$ cat src/rtl/keypad_scanner.sv
// Scanner for a 4x4 active-low keypad matrix. It drives one column low at a time
// and debounces both the press and the release on scan ticks. It emits one key/key_valid
// pulse per press, and key_down stays high for as long as the press is held.
// key, key_valid and key_down are registered on the tick that confirms the press.
// As a result, key_valid is high exactly during the single PRESSED state cycle.
module keypad_scanner #(
  parameter int unsigned SCAN_DIV     = 50_000,
  parameter int unsigned DEBOUNCE_CNT = 4
) (
  input  logic       clk,
  input  logic       reset,
  input  logic [3:0] row_n,
  output logic [3:0] col_n,
  output logic [3:0] key,
  output logic       key_valid,
  output logic       key_down
);

  localparam int unsigned PW = $clog2(SCAN_DIV);
  localparam int unsigned CW = $clog2(DEBOUNCE_CNT + 1);
  localparam logic [PW-1:0] PreMax = PW'(SCAN_DIV - 1);
  localparam logic [CW-1:0] CntMax = CW'(DEBOUNCE_CNT);

  typedef enum logic [1:0] {StScan, StDebounce, StPressed, StRelease} state_e;

  state_e        state;
  logic [3:0]    row_meta;
  logic [3:0]    rs;
  logic [PW-1:0] pre;
  logic          tick;
  logic [1:0]    col;
  logic [1:0]    row_sel;
  logic [CW-1:0] cnt;
  logic [CW-1:0] cnt_inc;
  logic [1:0]    low_row;

  // Map a {row, col} pair to its key code.
  function automatic logic [3:0] key_code(input logic [1:0] r, input logic [1:0] c);
    logic [3:0] code;
    case ({r, c})
      4'd0:    code = 4'h1;
      4'd1:    code = 4'h2;
      4'd2:    code = 4'h3;
      4'd3:    code = 4'hA;
      4'd4:    code = 4'h4;
      4'd5:    code = 4'h5;
      4'd6:    code = 4'h6;
      4'd7:    code = 4'hB;
      4'd8:    code = 4'h7;
      4'd9:    code = 4'h8;
      4'd10:   code = 4'h9;
      4'd11:   code = 4'hC;
      4'd12:   code = 4'hD;
      4'd13:   code = 4'h0;
      4'd14:   code = 4'hE;
      default: code = 4'hF;
    endcase
    return code;
  endfunction

  // Two-flop synchronizer for the asynchronous row inputs. It idles at all-released.
  always_ff @(posedge clk or posedge reset) begin
    if (reset) begin
      row_meta <= 4'hF;
      rs       <= 4'hF;
    end else begin
      row_meta <= row_n;
      rs       <= row_meta;
    end
  end

  // Free-running scan prescaler. It produces a one-clk tick at the end of each period.
  always_ff @(posedge clk or posedge reset) begin
    if (reset) begin
      pre <= '0;
    end else if (pre == PreMax) begin
      pre <= '0;
    end else begin
      pre <= pre + 1'b1;
    end
  end

  assign tick    = (pre == PreMax);
  assign cnt_inc = cnt + 1'b1;
  assign col_n   = ~(4'b0001 << col);

  // Priority pick of the lowest-index row that reads low.
  always_comb begin
    low_row = 2'd0;
    for (int i = 3; i >= 0; i--) begin
      if (!rs[i]) low_row = 2'(i);
    end
  end

  // Scan / debounce / press / release state machine with registered outputs.
  always_ff @(posedge clk or posedge reset) begin
    if (reset) begin
      state     <= StScan;
      col       <= 2'd0;
      row_sel   <= 2'd0;
      cnt       <= '0;
      key       <= 4'h0;
      key_valid <= 1'b0;
      key_down  <= 1'b0;
    end else begin
      key_valid <= 1'b0;
      unique case (state)
        StScan: begin
          if (tick) begin
            if (rs == 4'hF) begin
              col <= col + 2'd1;
            end else begin
              row_sel <= low_row;
              if (DEBOUNCE_CNT == 1) begin
                key       <= key_code(low_row, col);
                key_valid <= 1'b1;
                key_down  <= 1'b1;
                cnt       <= '0;
                state     <= StPressed;
              end else begin
                cnt   <= CW'(1);
                state <= StDebounce;
              end
            end
          end
        end
        StDebounce: begin
          if (tick) begin
            if (!rs[row_sel]) begin
              if (cnt_inc == CntMax) begin
                key       <= key_code(row_sel, col);
                key_valid <= 1'b1;
                key_down  <= 1'b1;
                cnt       <= '0;
                state     <= StPressed;
              end else begin
                cnt <= cnt_inc;
              end
            end else begin
              // Bounce: drop the candidate and move on without a pulse.
              cnt   <= '0;
              col   <= col + 2'd1;
              state <= StScan;
            end
          end
        end
        StPressed: begin
          cnt   <= '0;
          state <= StRelease;
        end
        StRelease: begin
          if (tick) begin
            if (rs == 4'hF) begin
              if (cnt_inc == CntMax) begin
                key_down <= 1'b0;
                cnt      <= '0;
                col      <= col + 2'd1;
                state    <= StScan;
              end else begin
                cnt <= cnt_inc;
              end
            end else begin
              cnt <= '0;
            end
          end
        end
        default: state <= StScan;
      endcase
    end
  end

endmodule
$ cat config.mk
export PLATFORM = sky130hd
export DESIGN_NAME = keypad_scanner
export DESIGN_NICKNAME = d
export VERILOG_FILES = /design/src/rtl/keypad_scanner.sv
export SDC_FILE = /design/constraint.sdc
export NUM_CORES = 1
export LEC_CHECK = 0
export CORE_ASPECT_RATIO = 1.2
export CORE_MARGIN = 3
export CORE_UTILIZATION = 62
export CTS_CLUSTER_DIAMETER = 120
export DETAILED_ROUTE_END_ITERATION = 8
export PLACE_DENSITY = 0.84
export SETUP_SLACK_MARGIN = 0.15
export SLEW_MARGIN = 20
export SYNTH_ARGS = -nofsm -noshare
export SYNTH_HDL_FRONTEND = slang
export SYNTH_SLANG_ARGS = --single-unit
$ cat constraint.sdc
create_clock -name clk -period 4.5 [get_ports clk]
set_input_delay 1.125 -clock clk [delete_from_list [all_inputs] [get_ports clk]]
set_output_delay 1.125 -clock clk [all_outputs]
set_load 0.02 [all_outputs]
# [Yosys cells after proc, flatten, opt, wreduce, memory -nomap -nowiden]
# Memory sizes are Yosys's and may differ from the RTL's. A register that Yosys moved wholly into a read port is not among the register bits.
# Cells that the tools add are included.
[totals] regBits=35 rom_bits=64 input_bits=6 out_inout_bits=10 wordCells=87 mem_count=1
[memory_table] memory="(no name shown)" words=16 width=4 read_ports=1 rd_clocked_by_memory_dff=1 wr=0 line="40" source="case ({r, c})"
[op_classes] n_addsub=3 magnitude_cmp=1 eq_ne=17 n_shift=1 muxes=43 bitwise=3 n_reduce_logical=9
[op_table] operator="$mux 2" n=19
[op_table] operator="$mux 3" n=7
[op_table] operator="$ne 2x2->1 const B" n=10
[op_table] operator="$add 16x1->16 const B" n=1
[op_table] operator="$eq 16x16->1 const B" n=1
[op_table] operator="$mux 16" n=1
[op_table] operator="$reduce_and 7->1" n=2
[op_table] operator="$pmux 3 s4" n=1
[op_table] operator="$mux 1" n=11
[op_table] operator="$pmux 2 s4" n=1
[op_table] operator="$reduce_and 4->1" n=2
[op_table] operator="$reduce_and 8->1" n=1
[op_table] operator="$pmux 2 s3" n=1
[op_table] operator="$eq 2x2->1 const B" n=2
[op_table] operator="$eq 4x4->1 const B" n=1
[op_table] operator="$not 4->4" n=1
[op_table] operator="$shl 1x2->4 const A" n=1
[op_table] operator="$add 3x1->3 const B" n=1
[op_table] operator="$eq 3x3->1 const B" n=1
[op_table] operator="$lt 2x3->1 const B" n=1
[op_table] operator="$ne 3x3->1 const B" n=1
[op_table] operator="$reduce_and 3->1" n=1
[op_table] operator="$reduce_bool 3->1" n=1
[op_table] operator="$add 2x1->2 const B" n=1
[op_table] operator="other kinds (6)" n=7

# [Longest topological paths before layout]
[logic_depth] ltp_word=6 depth_mapped=8 depth_no_buf=7

# [Worst setup path before layout]
# No wires, ideal clock.
[synth_timing] path_type="register to output" start="register col[0]" end="output port col_n[0]" arrival_ns=0.860 t_required_ns=3.375 path_slack_ns=2.515 stages_incl_launch_ff=4 path_buffers=0 path_cell_list="dfrtp_1 -> inv_1 -> ha_1 -> inv_1"
[synth_via] elab_chain_len=2
[synth_rtl] item="start, declared" line="31" source="logic [1:0] col;"
[synth_rtl] item="start signal, assigned" line="111" source="col <= col + 2'd1;"
[synth_rtl] item="start signal, assigned" line="142" source="col <= col + 2'd1;"
[synth_rtl] item="start signal, assigned" line="157" source="col <= col + 2'd1;"
[synth_rtl] item="$shl 1x2->4" line="85" source="assign col_n = ~(4'b0001 << col);"
[synth_rtl] item="$not 4->4" line="85"
[synth_rtl] item="end, declared" line="13" source="output logic [3:0] col_n,"
# No other way between the ends.

# [Final worst setup path]
# Ends and elaborated chain as after synthesis.

==> report_table.html <==
<table>
<tr><th>Metric</th><th>Value</th></tr>
<tr><th colspan="2">Finish</th></tr>
<tr><td>Net total in the final layout</td><td>233</td></tr>
<tr><td>Count of antenna diodes in the layout</td><td>0</td></tr>
<tr><td>Fillers</td><td>221</td></tr>
<tr><td>Final cell count without fillers</td><td>250</td></tr>
<tr><td>Area growth, synth to finish</td><td>12.3%</td></tr>
<tr><td>Layout cells sized above 1</td><td>0.150</td></tr>
<tr><th colspan="2">Logic synthesis</th></tr>
<tr><td>Part of the Yosys area used for sequential elements</td><td>0.470</td></tr>
<tr><td>Share of the synthesized area in the top cell type</td><td>0.370</td></tr>
<tr><td>Nets in the synthesized netlist</td><td>214</td></tr>
<tr><td>Yosys warning count</td><td>0</td></tr>
<tr><td>Ys async rst share</td><td>1.00</td></tr>
<tr><td>Most frequent cell after synthesis</td><td>sky130_fd_sc_hd__dfrtp_1</td></tr>
<tr><td>Synthesized flop and latch total</td><td>39</td></tr>
<tr><td>Post-synth EDFFs</td><td>0</td></tr>
<tr><td>Primary flip-flop cell chosen by synthesis mapping</td><td>sky130_fd_sc_hd__dfrtp_1</td></tr>
<tr><td>Post-synthesis cell area</td><td>2100 µm²</td></tr>
<tr><td>Synth top cells by count</td><td>sky130_fd_sc_hd__dfrtp_1, sky130_fd_sc_hd__nor2_1, sky130_fd_sc_hd__ha_1, sky130_fd_sc_hd__inv_1</td></tr>
<tr><td>Post-synthesis instance total</td><td>194</td></tr>
<tr><td>Library cell with the largest summed area after synthesis</td><td>sky130_fd_sc_hd__dfrtp_1</td></tr>
<tr><td>Average instance area after synthesis</td><td>10.8 µm²</td></tr>
<tr><td>Number of distinct library cells after synthesis</td><td>45</td></tr>
<tr><td>Biggest area contributors in the synthesized netlist</td><td>sky130_fd_sc_hd__dfrtp_1, sky130_fd_sc_hd__dfstp_2, sky130_fd_sc_hd__ha_1</td></tr>
<tr><th colspan="2">GRT</th></tr>
<tr><td>Initial antenna violation count</td><td>0</td></tr>
<tr><td>Wire length of the first global-routing pass</td><td>6.69 mm</td></tr>
<tr><td>Via count of the first global-routing pass</td><td>1522</td></tr>
<tr><td>Largest net degree at the start of global routing</td><td>40</td></tr>
<tr><td>Combined global-route utilization of all metal layers</td><td>0.209</td></tr>
<tr><td>Gr ovfl total</td><td>0</td></tr>
<tr><th colspan="2">Floorplanning</th></tr>
<tr><td>Top-level port count</td><td>16</td></tr>
<tr><td>Horiz. Die Dim</td><td>59.1 µm</td></tr>
<tr><td>FP Rows</td><td>22</td></tr>
<tr><td>Effective utilization at floorplan</td><td>0.668</td></tr>
<tr><td>Die ar.</td><td>4120 µm²</td></tr>
<tr><td>Core area</td><td>3140 µm²</td></tr>
<tr><td>Height of the die</td><td>69.7 µm</td></tr>
<tr><th colspan="2">STA</th></tr>
<tr><td>Final Max Slew Viols</td><td>0</td></tr>
<tr><td>Tmin final</td><td>2.98 ns</td></tr>
<tr><td>Number of setup violations in the final report</td><td>0</td></tr>
<tr><td>Measured slew at the worst slew-check pin</td><td>0.638 ns</td></tr>
<tr><td>Max Clock Freq</td><td>0.336 GHz</td></tr>
<tr><td>Worst setup skew after layout</td><td>0.0164 ns</td></tr>
<tr><td>Setup TNS</td><td>0 ns</td></tr>
<tr><td>Hold Fails Final Rpt</td><td>0</td></tr>
<tr><td>Worst slew slack as a fraction of its limit</td><td>0.571</td></tr>
<tr><td>Post-route setup slack</td><td>1.52 ns</td></tr>
<tr><td>Unrepaired setup endpoints after global routing</td><td>false</td></tr>
<tr><td>Fin crit share</td><td>0.661</td></tr>
<tr><th colspan="2">Detailed routing</th></tr>
<tr><td>Wire length per cell</td><td>15.0 µm</td></tr>
<tr><td>Via count</td><td>1477</td></tr>
<tr><td>Overall routed net length</td><td>3.75 mm</td></tr>
<tr><td>Post-route DRC violation count</td><td>0</td></tr>
<tr><td>DRT antenna net count</td><td>0</td></tr>
<tr><td>Vias per Instance</td><td>5.91</td></tr>
<tr><td>Iteration count of the initial detailed-routing pass</td><td>4</td></tr>
<tr><td>First DRT Iteration DRCs</td><td>79</td></tr>
<tr><th colspan="2">Placement</th></tr>
<tr><td>Cell total after placement</td><td>242</td></tr>
<tr><td>Weighted congestion reported at the end of routability-driven placement</td><td>0.862</td></tr>
<tr><td>Post-place setup slack</td><td>1.92 ns</td></tr>
<tr><td>HPWL reported at the end of detailed placement</td><td>2.71 mm</td></tr>
<tr><td># port buffers</td><td>15</td></tr>
<tr><th colspan="2">Setup path</th></tr>
<tr><td>Critical path startpoint category</td><td>register</td></tr>
<tr><td>Crit Path Class</td><td>reg2out</td></tr>
<tr><td>Worst path arrival time</td><td>1.85 ns</td></tr>
<tr><td>Capturing element type of the critical path</td><td>primary output</td></tr>
<tr><td>Required time reported for the critical path endpoint</td><td>3.38 ns</td></tr>
<tr><td>Largest driver fanout on the critical path</td><td>6</td></tr>
<tr><th colspan="2">Outcome</th></tr>
<tr><td>Outcome</td><td>finished, final reports clean</td></tr>
<tr><th colspan="2">Clock network</th></tr>
<tr><td>Number of buffers inserted by post-CTS setup repair</td><td>0</td></tr>
<tr><td>Post-CTS sizing</td><td>0</td></tr>
<tr><td>Insertion delay to the later sink of the worst-skew pair</td><td>0.35 ns</td></tr>
<tr><td>Sink Count</td><td>39</td></tr>
<tr><td>Number of levels in the clock H-tree</td><td>2</td></tr>
<tr><td>Post-cts hold buffer count</td><td>0</td></tr>
<tr><td>Clock slew at reported path FFs</td><td>0.12 ns</td></tr>
<tr><td>Number of buffers added by the clock tree synthesis step</td><td>5</td></tr>
<tr><td>Longest Clk Path Bufs</td><td>2</td></tr>
<tr><td>Clock tree from TritonCTS</td><td>done</td></tr>
<tr><td>Root cell of the clock tree</td><td>sky130_fd_sc_hd__clkbuf_4</td></tr>
<tr><th colspan="2">Power</th></tr>
<tr><td>Static leakage</td><td>1.07 nW</td></tr>
<tr><td>Worst vdd ir</td><td>0.225 mV</td></tr>
<tr><td>Power Density</td><td>259 nW/µm²</td></tr>
<tr><th colspan="2">Flow run</th></tr>
<tr><td>Total of max-cap violations</td><td>0</td></tr>
<tr><th colspan="2">Min path</th></tr>
<tr><td>Classification of the worst-slack hold path</td><td>reg2reg</td></tr>
</table>
==> worst paths after layout <==
path | startpoint | endpoint | slack (ns) | cells past startpoint
hold reg to reg | row_meta[0] | rs[0] | 0.37 | 0
setup / recovery | col[0] | col_n[0] | 1.52 | 4
setup reg to reg | pre[0] | col[1] | 2.33 | 6
min in group asynchronous | reset | pre[8] | 1.19 | 3
max in group asynchronous | reset | rs[3] | 2.96 | 3
hold / removal | row_meta[0] | rs[0] | 0.37 | 0
==> flip-flops by register name, indices dropped and copies added (netlist names), 2 cells and up, named ones only <==
name	flops
col	2
row_sel	2
key	4
cnt	3
pre	16
rs	4
row_meta	4
==> power by group <==
part,switching [mW],internal [mW]
Combinational,0.00908,0.00583
Clock,0.118,0.117
Sequential,0.00314,0.357
==> cell usage in the layout (no fill, tap or decap), types with 3 or more instances in the layout <==
cell type,count
sky130_fd_sc_hd__nand2_1,12
sky130_fd_sc_hd__ha_1,14
sky130_fd_sc_hd__dfrtp_1,31
sky130_fd_sc_hd__o21ai_0,10
sky130_fd_sc_hd__a21oi_1,8
sky130_fd_sc_hd__dfstp_2,8
sky130_fd_sc_hd__xnor2_1,6
sky130_fd_sc_hd__and3_1,3
sky130_fd_sc_hd__clkdlybuf4s50_1,15
sky130_fd_sc_hd__clkbuf_4,5
sky130_fd_sc_hd__nor2_1,18
sky130_fd_sc_hd__inv_1,13
sky130_fd_sc_hd__nand3_1,12
sky130_fd_sc_hd__mux2i_1,6
sky130_fd_sc_hd__mux2_2,3
sky130_fd_sc_hd__xor2_1,9
==> layer usage <==
layer	routed length, µm	up-vias	share of wire	GRT usage
met5	0	-	0	0
met1	1590	730	0.43	0.255
met3	147	5	0.039	0.0559
li1	-	709	-	-
met4	52	0	0.014	0.0856
met2	1950	33	0.52	0.344
==> cell type report <==
class                   count  area [µm²]  area share
clock buffers               5        37.5      0.0159
clock inverters             3        43.8      0.0186
inverters                  13        48.8      0.0207
multi-input cells         138        1040       0.440
flip-flops and latches     39         986       0.419
well taps                  36        45.0      0.0191
repair buffers             16         158      0.0669
==> stage by stage <==
step / total power, mW / util / cell area [µm²] / hold WS (ns)
after floorplan: 0.373 / - / 2100 / 0.345
after global placement: 0.381 / 0.724 / 2270 / 0.348
after detailed placement: 0.382 / 0.724 / 2270 / 0.350
after CTS: 0.616 / 0.750 / 2350 / 0.368
after global routing: 0.637 / 0.750 / 2350 / 0.373
final: 0.610 / 0.750 / 2350 / 0.365
==> logic make-up after synthesis <==
logic type               share of synthesized area
XOR/XNOR                                    0.0627
AO/OA/AOI/OAI                                0.111
flip-flops                                   0.470
buffers and inverters                       0.0358
multiplexers                                0.0585
AND/OR/NAND/NOR                              0.178
adder cells (fa/ha/maj)                     0.0835
==> worst max-delay path, cell delays in order (launching register included) <==
cell	delay [ns]
sky130_fd_sc_hd__dfrtp_1	0.49
sky130_fd_sc_hd__inv_1	0.14
sky130_fd_sc_hd__ha_1	0.23
sky130_fd_sc_hd__inv_1	0.05
sky130_fd_sc_hd__clkdlybuf4s50_1	0.59
No activity file was read; power rests on OpenSTA's default activity.
==> patch (same settings) <==
Change the parameter `DEBOUNCE_CNT` from 4 to 8.
--- a/src/rtl/keypad_scanner.sv
+++ b/src/rtl/keypad_scanner.sv
@@ -7,3 +7,3 @@
   parameter int unsigned SCAN_DIV     = 50_000,
-  parameter int unsigned DEBOUNCE_CNT = 4
+  parameter int unsigned DEBOUNCE_CNT = 8
 ) (
Function: no difference found for any inputs over 10 cycles, from zero or initial values and one cycle with reset high; that may be too few to reach the edited logic, so the function may still have changed.
==> patch against the unedited design <==
Total power increased by 5.0%; final area increased by 1.8%; sequential cell count increased by 1; maximum frequency decreased by 1.1%; wire length increased by 7.6%; setup slack got worse by 0.034 ns; area after synthesis increased by 1.0%; critical path type unchanged; critical endpoint unchanged; largest cell class unchanged.
==> patch: results (changes against the unedited design) <==
post-synthesis cell type count=40 (-11%); status=complete, no violations; Max Clock Skew=0.0146 ns (-0.00176 ns); Avg WL per Cell=15.7 µm (+4.7%); clk_lat worst skew=0.36 ns; sequential share of power=57.6% (-1.4 points); Routability Congestion=0.794 (-7.9%); register area share after synthesis=47.7% (+0.71 points); clock network power=0.257 mW (+9.4%); syn nets=220 (+2.8%); vias in the first global route=1613 (+6.0%); vias per cell=5.93 (+0.37%); synth top area cells=dfrtp_1 38%, dfstp_2 9.9%, ha_1 8.3%; first-pass GRT wire length=7110 µm (+6.4%); Worst-Margin Slew=0.740 ns (+0.102 ns); drt first-iter violations=90 (+14%); Post-synth top cells=32 x dfrtp_1, 18 x nor2_1, 17 x inv_1; crit path DAT=1.89 ns (+0.04 ns); CORE AREA=3170 µm² (+0.88%); largest net degree at the start of global routing=22 (-45%); total track usage=22.2% (+1.2 points); DP Wirelength=3030 µm (+12%); crit path max fanout=7 (+1); switching share of power=21.2% (-0.22 points); share of layout cells above drive strength 1=12.2% (-2.7 points); crit-path leading delay family=buffers and inverters; Leak=1.09 nW (+1.6%); Final #Nets=240 (+3.0%); VDD IR max=0.391 mV (+73%)
==> patch: per-stage QoR <==
stage,worst slack [ns],area [µm²],std cells,hold slack [ns]
6_report,1.49,2400,257,0.350
2_1_floorplan,2.47,2120,200,0.345
3_5_place_dp,1.90,2310,249,0.348
3_3_place_gp,1.98,2310,249,0.350
5_1_grt,1.41,2400,257,0.359
4_1_cts,1.50,2400,257,0.362
==> patch: worst paths after layout <==
path,start,to,slack (ns),cells after the start
max,col[0],col_n[0],1.49,4
min,row_meta[0],rs[0],0.35,0
max in group asynchronous,reset,pre[3],2.57,3
min reg2reg,row_meta[0],rs[0],0.35,0
min in group asynchronous,reset,row_sel[0],1.18,2
max reg2reg,pre[0],key[3],2.29,5
==> patch: metal layers <==
metal	vias to the layer above	routed length [µm]	track usage (%)	part of all wire [%]
li1	739	-	-	-
met1	740	1660	26.7	41
met2	35	2110	36.8	52
met3	10	162	5.91	4.0
met4	0	104	8.56	2.6
met5	-	0	0	0
==> patch: area by class of cell <==
| type | instances | area, µm² |
|---|---|---|
| clock buffers | 6 | 51.3 |
| clock inverters | 2 | 38.8 |
| fillers | 208 | 768 |
| inverters | 17 | 63.8 |
| multi-input cells | 140 | 1030 |
| flip-flops and latches | 40 | 1010 |
| well taps | 36 | 45.0 |
| repair buffers | 16 | 158 |
==> patch: kinds of logic (layout without fill, tap and decap cells) <==
family          after synthesis  after routing  share of synthesized area (%)
simple gates                 70             70                           18.3
flops                        40             40                           47.7
compound gates               31             31                           10.3
buf+inv                      20             41                           3.66
xor+xnor                     15             15                           6.20
fa+ha+maj                    14             14                           8.27
mux                          10             10                           5.55
==> patch: worst register-to-register path, delay by kind of cell (launching register included) <==
family        cells  cell delay (ns)
mux               1             0.36
fa+ha+maj         1             0.23
flops             1             0.44
simple gates      3             1.09
